## config.mk

```make
export PLATFORM = sky130hd
export DESIGN_NAME = toy_bus_arb_node_dmem_req
export DESIGN_NICKNAME = d
export VERILOG_FILES = /design/src/rtl/toy_bus_arb_node_dmem_req.sv
export SDC_FILE = /design/constraint.sdc
export NUM_CORES = 1
export LEC_CHECK = 0
export CORE_AREA = 2 2 401 403
export CTS_CLUSTER_SIZE = 20
export DETAILED_ROUTE_END_ITERATION = 10
export DIE_AREA = 0 0 403 405
export SYNTH_ARGS = -nofsm -noshare
export SYNTH_HDL_FRONTEND = slang
export SYNTH_SLANG_ARGS = --single-unit
```

## constraint.sdc

```tcl
create_clock -name clk -period 4.8 [get_ports clk]
set_input_delay 1.2 -clock clk [delete_from_list [all_inputs] [get_ports clk]]
set_output_delay 1.2 -clock clk [all_outputs]
set_load 0.02 [all_outputs]
```

## src/rtl/toy_bus_arb_node_dmem_req.sv

```systemverilog
// 2:1 round-robin merge of dmem requests into one registered output; 1-cycle forward latency.
// Backpressure: an input is only ready when it holds the grant and the output slot is free or draining.
module toy_bus_arb_node_dmem_req #(
    parameter int ADDR_W = 32,
    parameter int DATA_W = 256,
    parameter int ID_W   = 4,
    parameter int SB_W   = 10
) (
    input  logic              clk,
    input  logic              rst_n,

    input  logic              in0_vld,
    output logic              in0_rdy,
    input  logic [ADDR_W-1:0] in0_addr,
    input  logic [ADDR_W-1:0] in0_strb,
    input  logic [DATA_W-1:0] in0_data,
    input  logic              in0_opcode,
    input  logic [ID_W-1:0]   in0_src_id,
    input  logic [ID_W-1:0]   in0_tgt_id,
    input  logic [SB_W-1:0]   in0_sideband,

    input  logic              in1_vld,
    output logic              in1_rdy,
    input  logic [ADDR_W-1:0] in1_addr,
    input  logic [ADDR_W-1:0] in1_strb,
    input  logic [DATA_W-1:0] in1_data,
    input  logic              in1_opcode,
    input  logic [ID_W-1:0]   in1_src_id,
    input  logic [ID_W-1:0]   in1_tgt_id,
    input  logic [SB_W-1:0]   in1_sideband,

    output logic              out0_vld,
    input  logic              out0_rdy,
    output logic [ADDR_W-1:0] out0_addr,
    output logic [ADDR_W-1:0] out0_strb,
    output logic [DATA_W-1:0] out0_data,
    output logic              out0_opcode,
    output logic [ID_W-1:0]   out0_src_id,
    output logic [ID_W-1:0]   out0_tgt_id,
    output logic [SB_W-1:0]   out0_sideband
);

    typedef struct packed {
        logic [ADDR_W-1:0] addr;
        logic [ADDR_W-1:0] strb;
        logic [DATA_W-1:0] data;
        logic              opcode;
        logic [ID_W-1:0]   src_id;
        logic [ID_W-1:0]   tgt_id;
        logic [SB_W-1:0]   sideband;
    } req_t;

    req_t in0_req;
    req_t in1_req;
    req_t out_q;
    req_t out_d;
    logic out_vld_q;
    logic out_vld_d;
    logic last_gnt_q;
    logic last_gnt_d;
    logic gnt_sel;
    logic any_vld;
    logic slot_free;
    logic acc;

    assign in0_req = '{addr: in0_addr, strb: in0_strb, data: in0_data, opcode: in0_opcode,
                       src_id: in0_src_id, tgt_id: in0_tgt_id, sideband: in0_sideband};
    assign in1_req = '{addr: in1_addr, strb: in1_strb, data: in1_data, opcode: in1_opcode,
                       src_id: in1_src_id, tgt_id: in1_tgt_id, sideband: in1_sideband};

    // gnt_sel is only meaningful when any_vld; with no request it settles to 0.
    always_comb begin
        any_vld = in0_vld || in1_vld;
        if (in0_vld && in1_vld) begin
            gnt_sel = ~last_gnt_q;
        end else begin
            gnt_sel = in1_vld;
        end
        slot_free = !out_vld_q || out0_rdy;
        acc       = slot_free && any_vld;
    end

    // Ready is masked during reset so no request is acknowledged while the node is held.
    assign in0_rdy = rst_n && slot_free && any_vld && !gnt_sel;
    assign in1_rdy = rst_n && slot_free && gnt_sel;

    always_comb begin
        out_vld_d  = out_vld_q;
        out_d      = out_q;
        last_gnt_d = last_gnt_q;
        if (acc) begin
            out_vld_d  = 1'b1;
            out_d      = gnt_sel ? in1_req : in0_req;
            last_gnt_d = gnt_sel;
        end else if (out_vld_q && out0_rdy) begin
            out_vld_d = 1'b0;
        end
    end

    always_ff @(posedge clk or negedge rst_n) begin
        if (!rst_n) begin
            out_vld_q  <= 1'b0;
            out_q      <= '0;
            last_gnt_q <= 1'b1;
        end else begin
            out_vld_q  <= out_vld_d;
            out_q      <= out_d;
            last_gnt_q <= last_gnt_d;
        end
    end

    assign out0_vld      = out_vld_q;
    assign out0_addr     = out_q.addr;
    assign out0_strb     = out_q.strb;
    assign out0_data     = out_q.data;
    assign out0_opcode   = out_q.opcode;
    assign out0_src_id   = out_q.src_id;
    assign out0_tgt_id   = out_q.tgt_id;
    assign out0_sideband = out_q.sideband;

endmodule

```

==> flow_summary.ini <==
[outcome]
status = finished, final reports clean

[clocking]
cts_buffer_depth = 3
hold_buffers = 0
clkTransAtPathRegs_ps = 60
cts-resized-gates = 0
tritoncts = done
htree_levels = 2
cts_setup_buffers = 0
cts_sinks = 341
root_buffer = clkbuf_16
cts_buffers = 44
insertion_delay_ps = 610

[die]
rows = 147
core_area_mm2 = 0.1593
die_y_um = 405
io_pins = 1025
start_util_pct = 10.18
die_w_um = 403
die_area_mm2 = 0.1632

[yosys]
syn-num-nets = 2579
synth_area_per_cell_um2 = 8.556
ys_seq_area_share_pct = 52.61
synth_warnings = 0
synth.area.top_cells = dfrtp_1 (52%), nand2_1 (16%), a31oi_1 (12%), a21oi_1 (10%), a31oi_2 (3.1%)
yosys_register_bits = 341
synth_area_mm2 = 0.01622
syn_inst = 1896
yosys.area.top_type = dfrtp_1
synth_top_area_share_pct = 52.45
ys_types = 17

[critical_path]
endpoint_kind = primary output
path_delay_family = buffers and inverters
start_kind = input pin
critPathArrivalTime_ps = 2930
slowest_stage = clkdlybuf4s50_1
path_cells = clkdlybuf4s50_1 -> or2_4 -> and2_4 -> and3_1 -> clkdlybuf4s50_1
timing.critical_path.mode_cell = clkdlybuf4s50_1
startpoint = in0_vld
worstPathRequired_ps = 3600
worstPathMaxFanout = 4
crit_buf_inv = 2
critPathKind = in2out
timing.rr.start = out0_vld
max_stage_delay_ps = 630

[drt]
wl_per_cell_um = 23.24
drtAntennaViolNets = 0
drtPass1Iterations = 5
drt_iter0_drc = 1741
wirelength_mm = 114.4
drc = 0
vias = 18730
via_per_inst = 3.805

[global_route]
grt_max_degree = 166
grt_antenna_before_repair = 18
grt_pass1_wl_mm = 151.8
track_usage_pct = 13.17
grt_pass1_vias = 18050
grt_remaining_overflow = 0

[sta]
relSlewSlack_pct = 10.56
fin_crit_sh_pct = 86.10
hold_violations = 0
final.min_clock_period_ps = 4133
holdWs_ps = 450.5
finalSetupViolCount = 0
final.setup.worst_slack_ps = 667.3
slew_viol_final = 0
tightest_slew_ps = 1342
skew_ps = 17.98
tns_ps = 0
clock.fmax_mhz = 242.0
rsz0062_at_grt = no

[power]
power.density_mw_per_mm2 = 374.3
p_total_w = 0.01119
ir_worst_vdd_mv = 0.2604
leakage_nw = 11.27

[layout]
fin_nets = 3482
drive_gt1_share_pct = 4.839
area_delta_synth_final_pct = 84.25
multiInputGateArea_mm2 = 0.006709
fin_cells = 4922
ff_latch_area_mm2 = 0.008534
fillCellCount = 17730

[placement]
port_buffers = 1024
gp_congestion = 0.9191
dp_slack_ps = 658.9
post-place-cells = 4839
hpwlAfterDp_mm = 88.40

[job]
cap_violations = 0

[hold_path]
hold_class = in2async
[area by class of cell]
class	count	area share [%]
Timing Repair Buffer	1046	35.36
Sequential cell	341	28.55
Tap cell	2086	8.732
Multi-Input combinational cell	1366	22.45
Clock buffer	65	4.354
Antenna cell	5	0.04186
Clock inverter	13	0.5065
[final timing paths]
check | end | slack [ps] | cells past startpoint
min in group clk | out0_data[210] | 550 | 2
max | in0_rdy | 670 | 5
min | out0_data[42] | 450 | 1
max reg2reg | out0_data[105] | 2190 | 5
max in group asynchronous | out0_data[110] | 2420 | 3
min reg2reg | out0_data[210] | 550 | 2
[stage by stage]
stage                     area (um2)  utilization [%]
after floorplan                16220                -
after global placement         28420            17.85
after detailed placement       28420            17.85
after CTS                      29880            18.76
after global routing           29880            18.76
final                          29890            18.76
[per-layer routing]
metal / up-vias / share of wire, % / GRT usage [%]
met1: 9212 / 44 / 17.58
met2: 940 / 44 / 20.11
met5: - / 0.022 / 0
met4: 4 / 2.9 / 3.857
met3: 137 / 8.6 / 4.267
li1: 8434 / - / -
[synth_stat cells, drive strengths merged]
cell type,count
a31oi,340
a21oi,340
and2,1
clkbuf,113
a21boi,1
dfrtp,340
buf,76
or2,1
and3,2
nand2b,2
dfstp,1
a21bo,1
nand2,678
[where the power goes]
| part | leakage (nW) | total [W] | switching, W | internal (W) |
|---|---|---|---|---|
| Combinational | 6.71 | 0.00399 | 0.00231 | 0.00168 |
| Clock | 0.721 | 0.00345 | 0.00143 | 0.00203 |
| Sequential | 3.83 | 0.00374 | 0.000383 | 0.00336 |
[cells by family after synthesis]
group / synth area share (%)
compound gates: 25.28
buf+inv: 6.194
flops: 52.61
simple gates: 15.92
[layout by cell type, fill, tap and decap left out]
cell type and count:
a31oi_2 40, a21oi_1 340, dfrtp_1 340, bufinv_16 3
diode_2 5, buf_12 12, clkbuf_16 45, clkinv_2 7
a21bo_4 1, and3_1 2, buf_8 1, clkbuf_8 10
a21boi_4 1, or2_4 1, nand2b_1 1, nand2b_4 1
clkbuf_1 10, a31oi_1 300, inv_6 2, dfstp_2 1
buf_4 10, clkdlybuf4s50_1 1023, and2_4 1, nand2_1 678
clkinv_4 1
[state kept, by name (all words and copies together), names as in the netlist]
signal / count
out0_vld: 1
out0_src_id: 4
out0_data: 256
out0_opcode: 1
last_gnt_q: 1
out0_strb: 32
out0_tgt_id: 4
out0_addr: 32
out0_sideband: 10
Power figures use the tool's default switching activity.
